--- src/rtl/sw_result_collector_pkg.sv ---
// Shared widths for the Smith-Waterman result collector.
// Default field widths match the SmithWaterman core (score width, target
// index width) and define the packed record layout held in the FIFO:
//   { qidx[REC_QIDX_BIT], tidx[MAX_T_NUM_BIT], score[CALC_BIT], tcnt[REC_TCNT_BIT] }
package sw_result_collector_pkg;

   localparam int CALC_BIT      = 16;                 // score width
   localparam int MAX_T_NUM_BIT = 8;                  // target index width
   localparam int REC_QIDX_BIT  = 8;                  // query counter width
   localparam int REC_TCNT_BIT  = MAX_T_NUM_BIT + 1;  // target count reaches 2^MAX_T_NUM_BIT
   localparam int REC_WIDTH     = REC_QIDX_BIT + MAX_T_NUM_BIT + CALC_BIT + REC_TCNT_BIT;

   // Record width for an arbitrary parameterisation of the collector.
   function automatic int rec_width(input int score_w, input int tidx_w, input int qidx_w);
      return qidx_w + tidx_w + score_w + (tidx_w + 1);
   endfunction

endpackage

--- src/rtl/sw_rec_fifo.sv ---
// Synchronous first-word-fall-through FIFO for collector records.
// Ports:
//   clk, rst_n   clock, asynchronous active-low reset
//   clear        synchronous flush (priority over push/pop)
//   push, din    write request and data; accepted when not full, or when
//                full and a pop happens on the same edge
//   full         occupancy == DEPTH
//   pop          read request; ignored when empty
//   dout         head entry, forced to 0 while empty
//   empty        occupancy == 0
//   level        occupancy, 0..DEPTH
module sw_rec_fifo #(
   parameter int WIDTH = 8,
   parameter int DEPTH = 4
) (
   input  logic                       clk,
   input  logic                       rst_n,
   input  logic                       clear,
   input  logic                       push,
   input  logic [WIDTH-1:0]           din,
   output logic                       full,
   input  logic                       pop,
   output logic [WIDTH-1:0]           dout,
   output logic                       empty,
   output logic [$clog2(DEPTH):0]     level
);

   localparam int AW = $clog2(DEPTH);
   localparam logic [AW:0] FULL_CNT = (AW+1)'(DEPTH);

   logic [WIDTH-1:0] mem [DEPTH];
   logic [AW-1:0]    wr_ptr, rd_ptr;
   logic [AW:0]      cnt;
   logic             do_push, do_pop;

   assign empty   = (cnt == '0);
   assign full    = (cnt == FULL_CNT);
   assign do_pop  = pop & ~empty;
   // A full FIFO still takes a write when the head leaves on the same edge.
   assign do_push = push & (~full | do_pop);

   always_ff @(posedge clk or negedge rst_n) begin
      if (!rst_n) begin
         wr_ptr <= '0;
         rd_ptr <= '0;
         cnt    <= '0;
      end else if (clear) begin
         wr_ptr <= '0;
         rd_ptr <= '0;
         cnt    <= '0;
      end else begin
         if (do_push) wr_ptr <= wr_ptr + AW'(1);   // power-of-2 depth: natural wrap
         if (do_pop)  rd_ptr <= rd_ptr + AW'(1);
         case ({do_push, do_pop})
            2'b10:   cnt <= cnt + (AW+1)'(1);
            2'b01:   cnt <= cnt - (AW+1)'(1);
            default: cnt <= cnt;
         endcase
      end
   end

   // Storage needs no reset: contents are only visible through the masked head.
   always_ff @(posedge clk) begin
      if (do_push && !clear) mem[wr_ptr] <= din;
   end

   assign dout  = empty ? '0 : mem[rd_ptr];
   assign level = cnt;

endmodule

--- src/rtl/sw_result_collector.sv ---
// Collects the SmithWaterman per-target score stream into one summary record
// per query (best target index, best score, target count) and buffers the
// records in a small FWFT FIFO drained by the host with valid/ready.
// Ports:
//   clk, rst_n        clock, asynchronous active-low reset
//   clear_i           synchronous clear of all state (highest priority)
//   valid_i           score beat valid
//   result_i          unsigned score of the current target
//   change_q_i        beat closes the current query (qualified by valid_i)
//   rec_valid_o       FIFO head valid
//   rec_ready_i       host accepts head
//   rec_qidx_o        query number of head record
//   rec_tidx_o        best target index of head record
//   rec_score_o       best score of head record
//   rec_tcnt_o        target count of head record
//   level_o           FIFO occupancy
//   overflow_o        sticky: a record was dropped on a full FIFO
module sw_result_collector
   import sw_result_collector_pkg::*;
#(
   parameter int SCORE_W = CALC_BIT,
   parameter int TIDX_W  = MAX_T_NUM_BIT,
   parameter int QIDX_W  = REC_QIDX_BIT,
   parameter int DEPTH   = 4
) (
   input  logic                      clk,
   input  logic                      rst_n,
   input  logic                      clear_i,
   input  logic                      valid_i,
   input  logic [SCORE_W-1:0]        result_i,
   input  logic                      change_q_i,
   output logic                      rec_valid_o,
   input  logic                      rec_ready_i,
   output logic [QIDX_W-1:0]         rec_qidx_o,
   output logic [TIDX_W-1:0]         rec_tidx_o,
   output logic [SCORE_W-1:0]        rec_score_o,
   output logic [TIDX_W:0]           rec_tcnt_o,
   output logic [$clog2(DEPTH):0]    level_o,
   output logic                      overflow_o
);

   localparam int TCNT_W = TIDX_W + 1;
   localparam int REC_W  = rec_width(SCORE_W, TIDX_W, QIDX_W);
   localparam logic [TCNT_W-1:0] T_SAT = TCNT_W'(1) << TIDX_W;

   logic [QIDX_W-1:0]  q_cnt;
   logic [TCNT_W-1:0]  t_cnt, t_cnt_inc;
   logic [SCORE_W-1:0] cur_max, best_max;
   logic [TIDX_W-1:0]  cur_idx, best_idx;
   logic               take, close, pop, drop;
   logic               fifo_full, fifo_empty;
   logic [REC_W-1:0]   rec_din, rec_dout;

   // First target of a query always wins; afterwards only a strictly larger
   // score replaces the best, so ties keep the earliest target.
   assign take      = valid_i & ((t_cnt == '0) | (result_i > cur_max));
   assign best_max  = take ? result_i : cur_max;
   assign best_idx  = take ? t_cnt[TIDX_W-1:0] : cur_idx;
   assign t_cnt_inc = (t_cnt == T_SAT) ? t_cnt : t_cnt + TCNT_W'(1);

   assign close   = valid_i & change_q_i;
   assign pop     = rec_valid_o & rec_ready_i;
   // Drop only when nothing leaves the FIFO on the closing edge.
   assign drop    = close & fifo_full & ~pop;
   assign rec_din = {q_cnt, best_idx, best_max, t_cnt_inc};

   always_ff @(posedge clk or negedge rst_n) begin
      if (!rst_n) begin
         q_cnt      <= '0;
         t_cnt      <= '0;
         cur_max    <= '0;
         cur_idx    <= '0;
         overflow_o <= 1'b0;
      end else if (clear_i) begin
         q_cnt      <= '0;
         t_cnt      <= '0;
         cur_max    <= '0;
         cur_idx    <= '0;
         overflow_o <= 1'b0;
      end else begin
         if (close) begin
            // Tracking restarts even if the record was dropped, so the host
            // sees the lost query as a gap in qidx.
            q_cnt   <= q_cnt + QIDX_W'(1);
            t_cnt   <= '0;
            cur_max <= '0;
            cur_idx <= '0;
         end else if (valid_i) begin
            t_cnt   <= t_cnt_inc;
            cur_max <= best_max;
            cur_idx <= best_idx;
         end
         if (drop) overflow_o <= 1'b1;
      end
   end

   sw_rec_fifo #(
      .WIDTH (REC_W),
      .DEPTH (DEPTH)
   ) u_fifo (
      .clk   (clk),
      .rst_n (rst_n),
      .clear (clear_i),
      .push  (close & ~clear_i),
      .din   (rec_din),
      .full  (fifo_full),
      .pop   (pop & ~clear_i),
      .dout  (rec_dout),
      .empty (fifo_empty),
      .level (level_o)
   );

   assign rec_valid_o = ~fifo_empty;
   assign {rec_qidx_o, rec_tidx_o, rec_score_o, rec_tcnt_o} = rec_dout;

endmodule

--- config.mk ---
export PLATFORM = sky130hd
export DESIGN_NAME = sw_result_collector
export DESIGN_NICKNAME = d
export VERILOG_FILES = /design/src/rtl/sw_result_collector_pkg.sv /design/src/rtl/sw_rec_fifo.sv /design/src/rtl/sw_result_collector.sv
export SDC_FILE = /design/constraint.sdc
export NUM_CORES = 1
export LEC_CHECK = 0
export ABC_AREA = 1
export CAP_MARGIN = 30
export CORE_UTILIZATION = 45
export CTS_CLUSTER_SIZE = 16
export DETAILED_ROUTE_END_ITERATION = 12
export PLACE_DENSITY = 0.64
export SYNTH_ARGS = -nofsm -noshare
export SYNTH_HDL_FRONTEND = slang
export SYNTH_HIERARCHICAL = 1
export SYNTH_SLANG_ARGS = --single-unit
export TNS_END_PERCENT = 5
--- constraint.sdc ---
create_clock -name clk -period 8.2 [get_ports clk]
set_input_delay 1.23 -clock clk [delete_from_list [all_inputs] [get_ports clk]]
set_output_delay 1.23 -clock clk [all_outputs]
set_load 0.02 [all_outputs]
==> run summary <==
run status - finished clean
initial antenna violation count - 0
DPL Wire Length - 12.7 mm
Syn Nets - 992
grt total ovfl - 0
Chip Width - 149 um
Chip Height - 149 um
Sw Ratio - 28.5%
Num CTS Buffers - 23
post-route ant nets - 0
Yosys cell types - 34
Psw - 828 uW
crit end category - primary output
count leader, synth - nor2_1
fin area - 11300 um2
RSZ-0062 raised after global routing - false
Avg Inst Size Synth - 10.2 um2
overall routed net length - 20.6 mm
placed cell areas - 10500 um2
Via density - 5.09
Area contributors post-synth - edfxtp_1 51%, dfrtp_1 13%, nor2_1 7.2%, nand2_1 4.8%, o21ai_0 4.0%
nets - 1051
clock period minus worst slack - 4.42 ns
Clock Skew - 0.0137 ns
final hold vios - 0
row cnt - 53
Initial Util - 45.9%
Worst Reg-to-Reg Cells - 14
flops & latches, synth - 213
yosys synthesis warning count - 6
total track usage - 19.2%
Post-Synthesis Cells - 946
first-pass iteration count of the detailed router - 5
wire per inst - 15.9 um
fin. max-slew vios - 0
Post-synth EDFFs - 164
worst setup margin - 3.78 ns
total core area - 21100 um2
Pwr Density - 257 nW/um2
Area growth syn-to-layout - 16.6%
Final TNS setup - 0 ns
1st-iter DRT viols - 501
post-cts sizing count - 0
Worst-Margin Slew - 0.943 ns
Clock Power Share - 34.8%
Comb pwr share - 23.6%
WP data arrival - 3.19 ns
Post-CTS Setup Inserts - 0
first-pass GRT wire length - 33.0 mm
CTS Hold Bufs - 0
Port Buffers - 67
Critical Path Start Type - flop
vias in the first global route - 6152
area of the multi-input gates - 2980 um2
Yosys top cell area share - 50.9%
Setup-failing EPs final - 0
f_max - 226 MHz
root buffer cell - clkbuf_16
internal power - 2.08 mW
Hold Path Class - reg2reg
Clk Latency, worst-skew pair - 0.50 ns
asr flop ratio synth - 23.0%
Leak - 4.47 nW
Slew HR - 37.1%
worst-path maximum fanout - 84
DR DRC count - 0
Ports - 68
Critical Path RT - 6.97 ns
register area share after synthesis - 63.5%
Max Root-Sink Buffers - 3
H-tree depth - 1
largest net degree at the start of global routing - 85
Synth area leader - edfxtp_1
Seq pwr share - 41.7%
Post-Syn Area - 9680 um2
synth cell count leaders - 186 x nor2_1, 164 x edfxtp_1, 123 x nand2_1
Final Hold Slack - 0.477 ns
TritonCTS clock tree - done
FILL cells - 1837
die area - 22100 um2
fraction of layout cells with a size suffix above 1 - 5.97%
# clock sinks - 213
placer congestion estimate - 0.815
Final period util - 53.9%
WHS Path Cells - 2
maximum vdd ir drop - 0.000109 V
dpl ws - 3.92 ns
ys flop type - edfxtp_1
clk slew on worst S/H paths - 0.06 ns
critical setup path kind - reg2out
via count - 6598
n_diodes - 0
Max Cap Violations - 0
register area - 6150 um2
[area by class of cell]
cell class / count / share of cell area [%]
tap: 275 / 3.05
sequential: 213 / 54.5
clock inverter: 4 / 0.598
clock buffer: 37 / 6.01
inverter: 86 / 2.86
multi-input combinational: 603 / 26.4
timing repair buffer: 78 / 6.63
[routing by layer]
layer / global-route usage (%) / part of all wire (%) / vias up
met5: 0 / 0 / -
met4: 4.48 / 1.5 / 0
met3: 2.12 / 5.0 / 29
met2: 30.6 / 46 / 167
met1: 28.2 / 47 / 3099
li1: - / - / 3303
[logic make-up after synthesis]
logic type / after synthesis / share of synthesized area [%]
flops: 213 / 63.5
simple gates: 417 / 18.4
compound gates: 153 / 8.02
buf+inv: 130 / 6.03
fa+ha+maj: 24 / 3.18
xor+xnor: 9 / 0.814
[stage by stage]
stage                     util (%)  instances  power (mW)
after detailed placement      50.0       1255        1.92
after floorplan                  -        946        1.63
after CTS                     53.5       1296        2.93
after global routing          53.5       1296        3.03
final                         53.5       1296        2.90
after global placement        50.0       1255        1.92
[final timing paths]
path | start | to | slack, ns
max | u_fifo/rd_ptr[0]$_DFFE_PN0P_ | rec_tidx_o[3] | 3.78
min | cur_max[1]$_DFFE_PN0P_ | cur_max[1]$_DFFE_PN0P_ | 0.48
max reg2reg | u_fifo/level[0]$_DFFE_PN0P_ | u_fifo/mem[1][24]$_DFFE_PP_ | 4.64
min reg2reg | cur_max[1]$_DFFE_PN0P_ | cur_max[1]$_DFFE_PN0P_ | 0.48
max in group asynchronous | rst_n | u_fifo/rd_ptr[0]$_DFFE_PN0P_ | 6.83
min in group asynchronous | rst_n | q_cnt[5]$_DFFE_PN0P_ | 0.88
[power by group through the flow]
stage	Clock (mW)	Combinational, mW	Sequential (mW)
5_1_grt	1.07	0.747	1.21
4_1_cts	1.03	0.695	1.21
2_1_floorplan	0	0.393	1.24
3_5_place_dp	0	0.694	1.23
6_report	1.01	0.684	1.21
3_3_place_gp	0	0.688	1.23
[cells in the final DEF (no fill, tap or decap), types with 11 or more instances in the layout]
cell type,n
clkbuf_16,23
nand2_1,123
nand3_1,61
nor2_1,182
o21ai_1,15
clkdlybuf4s50_1,66
buf_4,11
inv_1,79
and2_1,24
o21ai_0,77
edfxtp_1,164
ha_1,23
dfrtp_1,48
a21oi_1,53
[worst max-delay path, cell delays in order, from the launching register on]
cell and delay (ns):
dfrtp_2 0.38, buf_4 0.37, inv_2 0.11, buf_4 0.61, o21ai_0 0.21, a21oi_1 0.30
clkdlybuf4s50_1 0.66
[registers in the layout, indices dropped and copies added, names as in the netlist, 2 cells and up]
register,flops
t_cnt,9
u_fifo/mem,164
u_fifo/wr_ptr,2
u_fifo/level,3
cur_max,16
u_fifo/rd_ptr,2
cur_idx,8
q_cnt,8
Note: power is estimated with default switching activity, not from simulation.
